File: config.mk
export PLATFORM = sky130hd
export DESIGN_NAME = wb_rr_arbiter
export DESIGN_NICKNAME = d
export VERILOG_FILES = /design/src/rtl/wb_rr_arbiter_pkg.sv /design/src/rtl/wb_rr_arbiter_rr_priority_pick.sv /design/src/rtl/wb_rr_arbiter.sv
export SDC_FILE = /design/constraint.sdc
export NUM_CORES = 1
export LEC_CHECK = 0
export CORE_AREA = 3 3 208 210
export CTS_BUF_LIST = sky130_fd_sc_hd__clkbuf_4
export DETAILED_ROUTE_END_ITERATION = 6
export DIE_AREA = 0 0 211 213
export GPL_TIMING_DRIVEN = 0
export PLACE_DENSITY = 0.49
export SYNTH_ARGS = -nofsm -noshare
export SYNTH_HDL_FRONTEND = slang
export SYNTH_SLANG_ARGS = --single-unit
export TNS_END_PERCENT = 100
File: constraint.sdc
create_clock -name sys_clk -period 4.85 [get_ports sys_clk]
set_input_delay 0.97 -clock sys_clk [delete_from_list [all_inputs] [get_ports sys_clk]]
set_output_delay 0.97 -clock sys_clk [all_outputs]
set_load 0.05 [all_outputs]
File: src/rtl/wb_rr_arbiter_pkg.sv
// Shared interconnect definitions for the Wishbone round-robin arbiter:
// arbiter state encoding, timeout counter width and a counter helper.
package wb_rr_arbiter_pkg;

  typedef enum logic [1:0] {
    ST_IDLE   = 2'b00,
    ST_ACTIVE = 2'b01,
    ST_ERROR  = 2'b10
  } arb_state_e;

  localparam int TO_CNT_W = 16;

  // Saturating increment so the stall counter can never wrap back to zero.
  function automatic logic [TO_CNT_W-1:0] to_cnt_inc(input logic [TO_CNT_W-1:0] v);
    if (&v) begin
      return v;
    end else begin
      return v + {{(TO_CNT_W-1){1'b0}}, 1'b1};
    end
  endfunction

endpackage

File: src/rtl/wb_rr_arbiter_rr_priority_pick.sv
// Combinational round-robin pick: returns the first requesting index after
// 'last', wrapping modulo MASTER_COUNT, plus a flag telling whether any
// requester was found.
module rr_priority_pick #(
  parameter int MASTER_COUNT = 4,
  parameter int IDX_W        = $clog2(MASTER_COUNT)
) (
  input  logic [MASTER_COUNT-1:0] req,
  input  logic [IDX_W-1:0]        last,
  output logic                    any,
  output logic [IDX_W-1:0]        idx
);

  logic [IDX_W:0]   sum_s;
  logic [IDX_W-1:0] cand_s;

  // Walk offsets from farthest to nearest so the nearest requester after 'last' is kept.
  always_comb begin
    any    = 1'b0;
    idx    = '0;
    sum_s  = '0;
    cand_s = '0;
    for (int off = MASTER_COUNT; off >= 1; off--) begin
      sum_s = {1'b0, last} + (IDX_W+1)'(off);
      if (sum_s >= (IDX_W+1)'(MASTER_COUNT)) begin
        sum_s = sum_s - (IDX_W+1)'(MASTER_COUNT);
      end else begin
        sum_s = sum_s;
      end
      cand_s = sum_s[IDX_W-1:0];
      if (req[cand_s]) begin
        any = 1'b1;
        idx = cand_s;
      end else begin
        any = any;
      end
    end
  end

endmodule

File: src/rtl/wb_rr_arbiter.sv
// Wishbone N:1 round-robin arbiter. One master owns the shared slave port for
// a whole bus cycle (cyc high); a stalled strobe beyond TIMEOUT_CYCLES forces
// a single error pulse to the owner and blanks the slave port until the owner
// releases cyc.
module wb_rr_arbiter
  import wb_rr_arbiter_pkg::*;
#(
  parameter int DATA_WIDTH     = 32,
  parameter int ADDR_WIDTH     = 32,
  parameter int MASTER_COUNT   = 4,
  parameter int TIMEOUT_CYCLES = 255
) (
  input  logic                               sys_clk,
  input  logic                               sys_rst_n,
  input  logic [MASTER_COUNT-1:0]            master_cyc,
  input  logic [MASTER_COUNT-1:0]            master_stb,
  input  logic [MASTER_COUNT-1:0]            master_we,
  input  logic [MASTER_COUNT*3-1:0]          master_tag,
  input  logic [MASTER_COUNT*DATA_WIDTH/8-1:0] master_sel,
  input  logic [MASTER_COUNT*ADDR_WIDTH-1:0] master_adr,
  input  logic [MASTER_COUNT*DATA_WIDTH-1:0] master_mosi,
  output logic [MASTER_COUNT*DATA_WIDTH-1:0] master_miso,
  output logic [MASTER_COUNT-1:0]            master_ack,
  output logic [MASTER_COUNT-1:0]            master_err,
  output logic                               slave_cyc,
  output logic                               slave_stb,
  output logic                               slave_we,
  output logic [2:0]                         slave_tag,
  output logic [DATA_WIDTH/8-1:0]            slave_sel,
  output logic [ADDR_WIDTH-1:0]              slave_adr,
  output logic [DATA_WIDTH-1:0]              slave_mosi,
  input  logic [DATA_WIDTH-1:0]              slave_miso,
  input  logic                               slave_ack,
  input  logic                               slave_err,
  output logic                               grant_valid,
  output logic [$clog2(MASTER_COUNT)-1:0]    grant_idx
);

  localparam int IDX_W = $clog2(MASTER_COUNT);
  localparam int SEL_W = DATA_WIDTH / 8;
  localparam int TAG_W = 3;
  localparam logic [TO_CNT_W-1:0] TO_LIMIT = TO_CNT_W'(TIMEOUT_CYCLES);
  // Reset value of the last grant so that master 0 is the first winner.
  localparam logic [IDX_W-1:0]    LAST_RST = IDX_W'(MASTER_COUNT - 1);

  arb_state_e          state_r, state_next_s;
  logic [IDX_W-1:0]    grant_idx_r, grant_idx_next_s;
  logic [IDX_W-1:0]    last_grant_r, last_grant_next_s;
  logic                grant_valid_r, grant_valid_next_s;
  logic [TO_CNT_W-1:0] to_cnt_r, to_cnt_next_s;
  logic                err_first_r, err_first_next_s;

  logic [MASTER_COUNT-1:0] req_s;
  logic                    pick_any_s;
  logic [IDX_W-1:0]        pick_idx_s;
  logic                    owner_cyc_s;
  logic                    owner_stb_s;

  assign req_s       = master_cyc & master_stb;
  assign owner_cyc_s = master_cyc[grant_idx_r];
  assign owner_stb_s = master_stb[grant_idx_r];
  assign grant_valid = grant_valid_r;
  assign grant_idx   = grant_idx_r;

  rr_priority_pick #(
    .MASTER_COUNT (MASTER_COUNT),
    .IDX_W        (IDX_W)
  ) u_pick (
    .req  (req_s),
    .last (last_grant_r),
    .any  (pick_any_s),
    .idx  (pick_idx_s)
  );

  // Arbiter state register plus grant, last-grant, timeout and error-pulse registers.
  always_ff @(posedge sys_clk or negedge sys_rst_n) begin
    if (!sys_rst_n) begin
      state_r       <= ST_IDLE;
      grant_idx_r   <= '0;
      last_grant_r  <= LAST_RST;
      grant_valid_r <= 1'b0;
      to_cnt_r      <= '0;
      err_first_r   <= 1'b0;
    end else begin
      state_r       <= state_next_s;
      grant_idx_r   <= grant_idx_next_s;
      last_grant_r  <= last_grant_next_s;
      grant_valid_r <= grant_valid_next_s;
      to_cnt_r      <= to_cnt_next_s;
      err_first_r   <= err_first_next_s;
    end
  end

  // Next-state logic: grant in IDLE, hold/timeout in ACTIVE, wait for release in ERROR.
  always_comb begin
    state_next_s      = state_r;
    grant_idx_next_s  = grant_idx_r;
    last_grant_next_s = last_grant_r;
    to_cnt_next_s     = to_cnt_r;
    err_first_next_s  = 1'b0;
    case (state_r)
      ST_IDLE: begin
        to_cnt_next_s = '0;
        if (pick_any_s) begin
          state_next_s     = ST_ACTIVE;
          grant_idx_next_s = pick_idx_s;
        end else begin
          state_next_s = ST_IDLE;
        end
      end
      ST_ACTIVE: begin
        if (!owner_cyc_s) begin
          state_next_s      = ST_IDLE;
          last_grant_next_s = grant_idx_r;
          to_cnt_next_s     = '0;
        end else if (slave_ack || slave_err) begin
          // A response on the threshold cycle wins over the timeout.
          to_cnt_next_s = '0;
        end else if (to_cnt_r == TO_LIMIT) begin
          state_next_s     = ST_ERROR;
          err_first_next_s = 1'b1;
          to_cnt_next_s    = '0;
        end else if (owner_stb_s) begin
          to_cnt_next_s = to_cnt_inc(to_cnt_r);
        end else begin
          to_cnt_next_s = to_cnt_r;
        end
      end
      ST_ERROR: begin
        to_cnt_next_s = '0;
        if (!owner_cyc_s) begin
          state_next_s      = ST_IDLE;
          last_grant_next_s = grant_idx_r;
        end else begin
          state_next_s = ST_ERROR;
        end
      end
      default: begin
        state_next_s  = ST_IDLE;
        to_cnt_next_s = '0;
      end
    endcase
  end

  assign grant_valid_next_s = (state_next_s != ST_IDLE);

  // Bus routing: owner mirrored to slave in ACTIVE, one-cycle error pulse in ERROR, else all zero.
  always_comb begin
    slave_cyc   = 1'b0;
    slave_stb   = 1'b0;
    slave_we    = 1'b0;
    slave_tag   = '0;
    slave_sel   = '0;
    slave_adr   = '0;
    slave_mosi  = '0;
    master_ack  = '0;
    master_err  = '0;
    master_miso = '0;
    if (state_r == ST_ACTIVE) begin
      slave_cyc  = master_cyc[grant_idx_r];
      slave_stb  = master_stb[grant_idx_r];
      slave_we   = master_we[grant_idx_r];
      slave_tag  = master_tag[grant_idx_r*TAG_W +: TAG_W];
      slave_sel  = master_sel[grant_idx_r*SEL_W +: SEL_W];
      slave_adr  = master_adr[grant_idx_r*ADDR_WIDTH +: ADDR_WIDTH];
      slave_mosi = master_mosi[grant_idx_r*DATA_WIDTH +: DATA_WIDTH];
      master_ack[grant_idx_r] = slave_ack;
      master_err[grant_idx_r] = slave_err;
      master_miso[grant_idx_r*DATA_WIDTH +: DATA_WIDTH] = slave_miso;
    end else if (state_r == ST_ERROR) begin
      master_err[grant_idx_r] = err_first_r;
    end else begin
      master_err = '0;
    end
  end

endmodule

Word-level counts from Yosys, hierarchy flattened --
Index checks and enable logic that the tools add are counted.
Word-level totals: memories kept 0, register bits after elaboration 24, bits in writable memories 0, output and inout port bits 213, latch bits 0, bits of input ports 332, logic and storage cells 108, memory bits (read-only) 0
Operators by class: magnitude comparators 10, reduce and logical (&&, ||, !) cells 9, equality and inequality tests 5, add/subtract/negate cells 10, multiply operators 1, bitwise operators 6, mux-type cells 55, shifts and indexed selects 6, divide/modulo/power cells 0
Operator list (number):
- $shiftx 128x8->32 | 2
- $and 128x128->128 | 1
- $mux 128 | 1
- $shift 32x34->128 const A | 1
- $shiftx 32x34->128 | 1
- $mux 16 | 6
- $mux 32 | 2
- $neg 7->34 | 1
- $mux 2 | 12
- $mux 1 | 20
- $add 16x1->16 const B | 1
- $and 4x4->4 | 4
- $eq 16x8->1 const B | 1
- $mux 4 | 4
- $reduce_and 16->1 | 1
- $shiftx 16x5->4 | 1
- $lt 2x3->1 const B | 5
- $bmux 1 s2 | 7
- $ge 3x3->1 const B | 4
- $shiftx 12x5->3 | 1
- $ne 5x5->1 const B | 2
- $sub 2x1->2 const B | 4
- $add 2x2->3 const B | 2
- $pmux 2 s3 | 1
- other kinds (15) | 17

Depth between registers and ports, before layout --
Gate-level depths: netlist (run 1).
word-level depth 12, gate-level depth with buffers 8, mapped depth without buffers 6

Cells and area by module --
From an unflattened synthesis (run 1), not the netlist that was laid out.
Second synthesis, totals: cell total of the unflattened synthesis 497, area total of the unflattened synthesis 4740.8 um^2
By module, submodules not included:
- wb_rr_arbiter | instances 1, area each 4649.5 um^2, cells each 483
- rr_priority_pick | instances 1, area each 91.3 um^2, cells each 14

Worst setup path before layout (run 1) --
No wires, ideal clock.
kind register to output, from reg grant_idx_r[1] (netlist: grant_idx[1]), to out master_miso[100], arrival time 2.890 ns, data required time 3.880 ns, slack 0.990 ns, path buffers 3, stages on the path, launching flop included 9, cell sequence dfrtp_1 -> clkbuf_1 -> buf_1 -> inv_1 -> ha_1 -> nand2b_1 -> nor3_1 -> clkbuf_1 -> and2_1
Between the ends: cells in the longest elaborated chain, start to end 4
RTL lines:
- start: declaration | line wb_rr_arbiter.sv:47 | logic [IDX_W-1:0] grant_idx_r, grant_idx_next_s;
- start signal: assignment | line wb_rr_arbiter.sv:86 | grant_idx_r <= grant_idx_next_s;
- $neg 7->34 * | line wb_rr_arbiter.sv:169 | master_miso[grant_idx_r*DATA_WIDTH +: DATA_WIDTH] = slave_miso;
- $shiftx 32x34->128 / $shift 32x34->128 (equally long branches) | line wb_rr_arbiter.sv:169
- $and 128x128->128 (no line) *
- $mux 128 * | line wb_rr_arbiter.sv:159 | if (state_r == ST_ACTIVE) begin
- end: declaration | line wb_rr_arbiter.sv:22 | output logic [MASTER_COUNT*DATA_WIDTH-1:0] master_miso,
Every way passes the cells marked *; elsewhere a longest branch is shown, timed or not.

Worst setup path after layout (run 1) --
from reg grant_idx_r[1] (netlist: grant_idx[1]), to out master_miso[7]
The elaborated chain is that of the path after synthesis.

==> results by group, run 1 <==
Status
  • Status: finished clean

STA
  • Period utilisation layout: 93.8%
  • Worst hold slack: 0.576 ns
  • Slew HR: 25.5%
  • Max-slew violations: 0
  • RSZ-0062 raised after global routing: no
  • Number of setup violations in the final report: 0
  • FMAX: 220 MHz
  • Clock skew: 0.00888 ns
  • Tmin final: 4.55 ns
  • Worst-Margin Slew: 1.11 ns
  • Final Hold Fails: 0

Worst setup path
  • CP cell instances: clkbuf_4, buf_4, inv_1, ha_1, nor2_2, clkbuf_2, and2_1, clkdlybuf4s50_1
  • Crit-path slowest cell: clkdlybuf4s50_1
  • Kind of critical path: flip-flop to output pin
  • CP Max Fanout: 10
  • CP peak stage delay: 0.82 ns
  • Startpoint types: flip-flop
  • Worst path required time: 3.88 ns
  • CP endpoint kind: output pin
  • Reg2reg setup slack: 2.31 ns
  • Buf/Inv on CP: 5
  • Delay-heaviest family, CP: buffers and inverters
  • WP data arrival: 3.58 ns

Global route
  • Initial antenna violation count: 7
  • Pin count of the biggest net entering global routing: 25
  • Global route total overflow: 0
  • First-pass GRT wire length: 50300 um
  • Vias in the first global route: 6837
  • Total GRT Usage: 15.4%

Power
  • Worst VDD drop: 0.212 mV
  • Pwr Density: 450 nW/um^2
  • Lkg Pwr: 4.56 nW
  • Design Power: 4.87 mW

Die
  • IO Pins: 545
  • DIE WIDTH: 211 um
  • Row count: 75
  • CORE AREA: 41800 um^2
  • Die extent in y: 213 um
  • Initial core utilization: 11.3%
  • Die outline area: 44900 um^2

Yosys
  • Post-Synthesis Cell Area: 4710 um^2
  • Post-synth EDFFs: 0
  • Post-synthesis sequential area ratio: 12.8%
  • Warnings from Yosys: 0
  • Mapped Cells: 497
  • Synth Flop Type: dfrtp_1
  • Post-Synthesis Net Count: 839
  • Ys async rst share: 100%
  • Top cell type by total area after synthesis: mux4_2
  • Top cell type's share of synthesized area: 35.4%
  • Ranking of synthesized cells by area: mux4_2 (35%), and2_1 (27%), dfrtp_1 (12%), ha_1 (2.7%), nand2_1 (2.1%)
  • Netlist cell types: 48
  • Syn avg cell area: 9.49 um^2
  • Flops & latches, synth: 24

Route
  • Antenna-violating nets left: 0
  • 1st-iter DRT viols: 323
  • Post-route DRC: 0
  • Vias/cell: 4.09
  • WL/cell: 23.6 um
  • DR vias: 6484
  • Router iterations before antenna repair: 5
  • Post-Route WL: 37400 um

Placed design
  • GPL Wtd Cong: 0.837
  • PortBufs: 544
  • DP HPWL: 33000 um
  • DP Cell Count: 1580

Finish
  • Fin nets: 1387
  • Synthesis-to-layout area growth: 130%
  • Non-filler instance count after layout: 1584
  • Share of layout cells above drive strength 1: 13.4%
  • Fill cells: 4524

Clock network
  • H-tree depth: 1
  • CTS Sinks: 24
  • CTS Buf Count: 3
  • Clock buffer depth: 2
  • TritonCTS clock tree: done
  • Root Driver: clkbuf_4
  • Reg clk slew, reported paths: 0.14 ns
  • Worst-Skew Late Latency: 0.32 ns

Job
  • Maxcap violations: 0

Min path
  • Worst min path class: flip-flop to flip-flop
logic make-up after synthesis:
| logic type | share of synthesized area (%) |
|---|---|
| adder cells (fa/ha/maj) | 2.65 |
| flip-flops | 12.8 |
| XOR/XNOR | 0.186 |
| multiplexers | 36.3 |
| buffers and inverters | 4.70 |
| AND/OR/NAND/NOR | 37.5 |
| AO/OA/AOI/OAI | 5.89 |
worst reg2reg max path, cell delays in order, from the launching register on:
cell and delay, ns:
dfrtp_1 0.53, buf_4 0.42, mux4_2 0.64, and3_4 0.25
nand2b_2 0.11, buf_4 0.19, o22ai_1 0.10, a21o_1 0.19
flip-flops by register name, summed over array words and instances, names as in the netlist:
name,count
to_cnt_r,16
grant_idx,2
last_grant_r,2
state_r,2
err_first_r,1
grant_valid,1
cells in the final DEF (no fill, tap or decap), types with 3 or more instances in the layout:
cell type and n:
mux4_2 74, clkbuf_2 25, nand3_1 12, or4_1 5
nor4_1 6, and4_1 3, nor3_4 3, nand2_1 27
a21o_1 4, clkdlybuf4s50_1 439, dlymetal6s2s_1 15, dlygate4sd2_1 61
or3_1 4, nor2b_1 4, clkdlybuf4s15_2 9, buf_2 8
o21ai_0 4, ha_1 10, nor2_1 9, clkbuf_4 4
o211ai_1 5, clkbuf_1 13, dfrtp_1 21, nand4_1 3
clkdlybuf4s15_1 7, a21oi_1 8, inv_1 8, buf_4 4
a31oi_1 4, and2_1 202, and3_1 6
area by class of cell:
type	count	area [um^2]	share of cell area, %
Tap cell	539	674	6.23
Antenna cell	1	2.50	0.0231
Buffer	41	205	1.90
Multi-Input combinational cell	422	3930	36.3
Sequential cell	24	604	5.58
Clock buffer	3	22.5	0.208
Inverter	9	33.8	0.312
Clock inverter	1	3.75	0.0347
Timing Repair Buffer	544	5350	49.4
through the flow:
| step | util (%) | TNS (ns) | setup slack [ns] | cell area (um^2) |
|---|---|---|---|---|
| after floorplan | - | 0 | 0.990 | 4710 |
| after global placement | 25.9 | -134.51 | -1.26 | 10800 |
| after detailed placement | 25.9 | -142.00 | -1.33 | 10800 |
| after CTS | 25.9 | 0 | 0.0139 | 10800 |
| after global routing | 25.9 | 0 | 0.000667 | 10800 |
| final | 25.9 | 0 | 0.302 | 10800 |
synth_stat cells (2+ instances only):
library cell,number
nand2b_1,2
mux2i_1,2
nand4_1,3
nor2b_1,4
or4_1,5
a31oi_1,4
mux2_2,2
ha_1,10
and2_1,202
a21oi_1,8
and3_1,6
or3_1,4
dfstp_2,2
dfrtp_1,22
buf_1,3
nor2_1,10
a21o_1,4
and4_1,3
a41oi_1,2
o211ai_1,5
buf_2,9
nor3_1,5
mux4_2,74
nand3_1,12
clkbuf_1,26
buf_4,3
a22o_1,2
nor4_1,6
o21ai_0,4
nand2_1,27
o41ai_1,2
inv_1,8
final timing paths:
| path | from | end | depth (start not counted) |
|---|---|---|---|
| max | grant_idx[1]$_DFFE_PN0P_ | master_miso[7] | 8 |
| min | to_cnt_r[4]$_DFFE_PN0P_ | to_cnt_r[4]$_DFFE_PN0P_ | 2 |
| max reg2reg | grant_idx[0]$_DFFE_PN0P_ | to_cnt_r[2]$_DFFE_PN0P_ | 7 |
| min reg2reg | to_cnt_r[4]$_DFFE_PN0P_ | to_cnt_r[4]$_DFFE_PN0P_ | 2 |
| max in group asynchronous | sys_rst_n | grant_idx[1]$_DFFE_PN0P_ | 1 |
| min in group asynchronous | sys_rst_n | grant_valid$_DFF_PN0_ | 1 |
routing by layer:
layer | share of wire, % | track usage, %
met5 | 0.091 | 0
met3 | 13 | 7.48
met2 | 49 | 26.9
met4 | 2.3 | 3.28
met1 | 36 | 17.1
report_power, final:
| part | switching (mW) | total, mW | internal, mW |
|---|---|---|---|
| Combinational | 2.82 | 4.49 | 1.67 |
| Clock | 0.0640 | 0.0941 | 0.0302 |
| Sequential | 0.0471 | 0.279 | 0.232 |
| Total | 2.93 | 4.87 | 1.93 |
repair_timing:
item,4_1_cts,5_1_grt
gates resized for setup,128,61
pin swaps,0,0
setup endpoints to repair,159,87
buffers inserted,0,0
hold buffers,0,0
Power figures use the tool's default switching activity.
==> run 2, diff against run 1 <==
--- a/config.mk
+++ b/config.mk
@@ -7,6 +7,7 @@
 export LEC_CHECK = 0
 export CORE_AREA = 3 3 208 210
 export CTS_BUF_LIST = sky130_fd_sc_hd__clkbuf_4
+export CTS_CLUSTER_SIZE = 25
 export DETAILED_ROUTE_END_ITERATION = 6
 export DIE_AREA = 0 0 211 213
 export GPL_TIMING_DRIVEN = 0
==> results of run 2 <==
Same layout as run 1: the final DEF is identical, and so are final timing and power.
==> run 3, diff against run 2 <==
--- a/config.mk
+++ b/config.mk
@@ -10,8 +10,7 @@
 export CTS_CLUSTER_SIZE = 25
 export DETAILED_ROUTE_END_ITERATION = 6
 export DIE_AREA = 0 0 211 213
-export GPL_TIMING_DRIVEN = 0
-export PLACE_DENSITY = 0.49
+export PLACE_DENSITY = 0.37
 export SYNTH_ARGS = -nofsm -noshare
 export SYNTH_HDL_FRONTEND = slang
 export SYNTH_SLANG_ARGS = --single-unit
==> run 3 against run 2 <==
Routed wire length is 3.4% lower; register-to-register slack got worse by 0.12 ns; clock power rose by 62%; sequential share of layout area increased by 0.10 points; final cell count shrank 1.9%; die area unchanged; critical path type unchanged; largest cell class unchanged; largest power group unchanged.
==> results by group, run 3 (synthesized netlist as in run 1, its figures left out) <==
Worst setup path
  • Worst reg2reg path depth: 6 (-1)
  • Kind of critical path: flip-flop to output pin
  • WP data arrival: 3.18 ns (-0.40 ns)
  • Worst path required time: 3.88 ns (about the same)
  • CP startpoint: grant_idx[0]$_DFFE_PN0P_
  • CP Max Fanout: 76 (+66)
  • FF-to-FF Start: grant_idx[0]$_DFFE_PN0P_
  • Startpoint types: flip-flop
  • CP endpoint kind: output pin

STA
  • Max-slew violations: 0 (unchanged)
  • RSZ-0062 raised after global routing: no
  • Clock skew: 0.0169 ns (+0.00802 ns)
  • Period utilisation layout: 85.5% (-8.3 points)
  • Final WS setup: 0.704 ns (+0.403 ns)
  • Number of setup violations in the final report: 0 (unchanged)
  • Slew HR: 35.7% (+10 points)
  • Tmin final: 4.15 ns (-0.403 ns)
  • Worst hold slack: 0.577 ns (+0.00132 ns)
  • Final Hold Fails: 0 (unchanged)
  • Worst-Margin Slew: 0.959 ns (-0.154 ns)
  • FMAX: 241 MHz (+9.7%)
  • Fin Setup TNS: 0 ns (unchanged)

Clock network
  • Clock buffer depth: 2 (unchanged)
  • TritonCTS clock tree: done
  • Hold Buf Count CTS: 0 (unchanged)
  • Root Driver: clkbuf_4
  • Worst-Skew Late Latency: 0.33 ns (about the same)
  • CTS Sinks: 24 (unchanged)
  • Reg clk slew, reported paths: 0.16 ns (+0.02 ns)
  • H-tree depth: 1 (unchanged)
  • Setup Fix Bufs, Post-CTS: 0 (unchanged)
  • Post_cts resized: 0 (-100%)
  • CTS Buf Count: 3 (unchanged)

Die
  • CORE AREA: 41800 um^2 (unchanged)
  • Initial core utilization: 11.3% (unchanged)
  • IO Pins: 545 (unchanged)
  • Die outline area: 44900 um^2 (unchanged)
  • Row count: 75 (unchanged)
  • Die extent in y: 213 um (unchanged)
  • DIE WIDTH: 211 um (unchanged)

Finish
  • Non-filler instance count after layout: 1554 (-1.9%)
  • Fill cells: 4472 (-1.1%)
  • Synthesis-to-layout area growth: 128%
  • Share of layout cells above drive strength 1: 13.3% (-0.070 points)
  • Commonest non-fill, non-tap cell in the layout: clkdlybuf4s50_1
  • Fin nets: 1355 (-2.3%)
  • Biggest register: to_cnt_r
  • Max FFs per register: 16 (unchanged)
  • Highest-count cells in the layout ignoring fill and taps: clkdlybuf4s50_1 (512), and2_1 (202), mux4_2 (74)
  • Final core occ: 25.7% (-0.19 points)

Route
  • Post-route DRC: 0 (unchanged)
  • 1st-iter DRT viols: 242 (-25%)
  • WL/cell: 23.3 um (-1.5%)
  • Antenna-violating nets left: 0 (unchanged)
  • DR vias: 6106 (-5.8%)
  • Vias/cell: 3.93 (-4.0%)
  • Router iterations before antenna repair: 4 (-1)
  • Post-Route WL: 36200 um (-3.4%)

Power
  • Worst VDD drop: 0.273 mV (+29%)
  • Pwr Density: 440 nW/um^2 (-2.1%)
  • Lkg Pwr: 3.94 nW (-14%)

Global route
  • Total GRT Usage: 14.6% (-0.79 points)
  • First-pass GRT wire length: 47800 um (-5.0%)
  • Pin count of the biggest net entering global routing: 77 (+210%)
  • Initial antenna violation count: 6 (-1)
  • Vias in the first global route: 6387 (-6.6%)
  • Global route total overflow: 0 (unchanged)

Job
  • Maxcap violations: 0 (unchanged)

Placed design
  • PortBufs: 544 (unchanged)
  • DP Cell Count: 1547 (-2.1%)
  • DP HPWL: 30700 um (-6.9%)
  • Pre-CTS setup slack: 0.847 ns (+2.17 ns)
  • GPL Wtd Cong: 0.765 (-8.6%)

Min path
  • Worst min path class: flip-flop to flip-flop
  • Hold Path Depth: 2 (unchanged)
  • Hold Path Origin: to_cnt_r[15]$_DFFE_PN0P_

Status
  • Status: finished clean
run 3: changes by cell type in the layout (fill, tap and decap cells not counted), sizes merged:
| cell | before | now |
|---|---|---|
| clkdlybuf4s50 | 439 | 512 |
| dlygate4sd2 | 61 | 0 |
| clkbuf | 42 | 3 |
| buf | 15 | 41 |
| clkdlybuf4s15 | 16 | 0 |
| dlymetal6s2s | 15 | 0 |
| diode | 1 | 3 |
| bufinv | 0 | 1 |
| clkinv | 1 | 0 |
run 3: routing by layer:
metal | up-vias | wire length [um] | global-route usage [%]
met3 | 20 | 4220 | 6.27
met1 | 2877 | 13500 | 16.8
met4 | 2 | 651 | 3.00
met2 | 349 | 17800 | 25.5
met5 | - | 11 | 0
li1 | 2858 | - | -
run 3: worst paths after layout:
check,end,slack (ns)
max,slave_mosi[4],0.70
min,to_cnt_r[15]$_DFFE_PN0P_,0.58
max reg2reg,to_cnt_r[10]$_DFFE_PN0P_,2.19
min reg2reg,to_cnt_r[15]$_DFFE_PN0P_,0.58
max in group asynchronous,last_grant_r[0]$_DFFE_PN1P_,3.57
min in group asynchronous,state_r[0]$_DFF_PN0_,0.98
run 3: critical path: stages (launching register included):
cell and delay, ns:
dfrtp_4 0.54, buf_12 0.39, mux4_2 0.71, and2_1 0.20
clkdlybuf4s50_1 0.78
run 3: final cells by class:
cell class / instances / area, um^2 / share of cell area [%]
diodes: 3 / 7.51 / 0.0699
inverters: 9 / 33.8 / 0.314
flip-flops and latches: 24 / 611 / 5.68
repair buffers: 553 / 5460 / 50.8
multi-input cells: 422 / 3910 / 36.4
clock buffers: 3 / 22.5 / 0.210
clock inverters: 1 / 30.0 / 0.279
well taps: 539 / 674 / 6.28
run 3: where the power goes:
part | total [mW] | switching [mW] | internal, mW
Combinational | 4.29 | 2.63 | 1.66
Clock | 0.152 | 0.0686 | 0.0836
Sequential | 0.286 | 0.0486 | 0.237
Total | 4.73 | 2.75 | 1.98
run 3: metrics by stage:
| step | power, mW | cell area (um^2) |
|---|---|---|
| after floorplan | 2.98 | 4710 |
| after detailed placement | 4.66 | 10700 |
| after CTS | 4.85 | 10700 |
| final | 4.73 | 10700 |
| after global routing | 5.00 | 10700 |
| after global placement | 4.70 | 10700 |
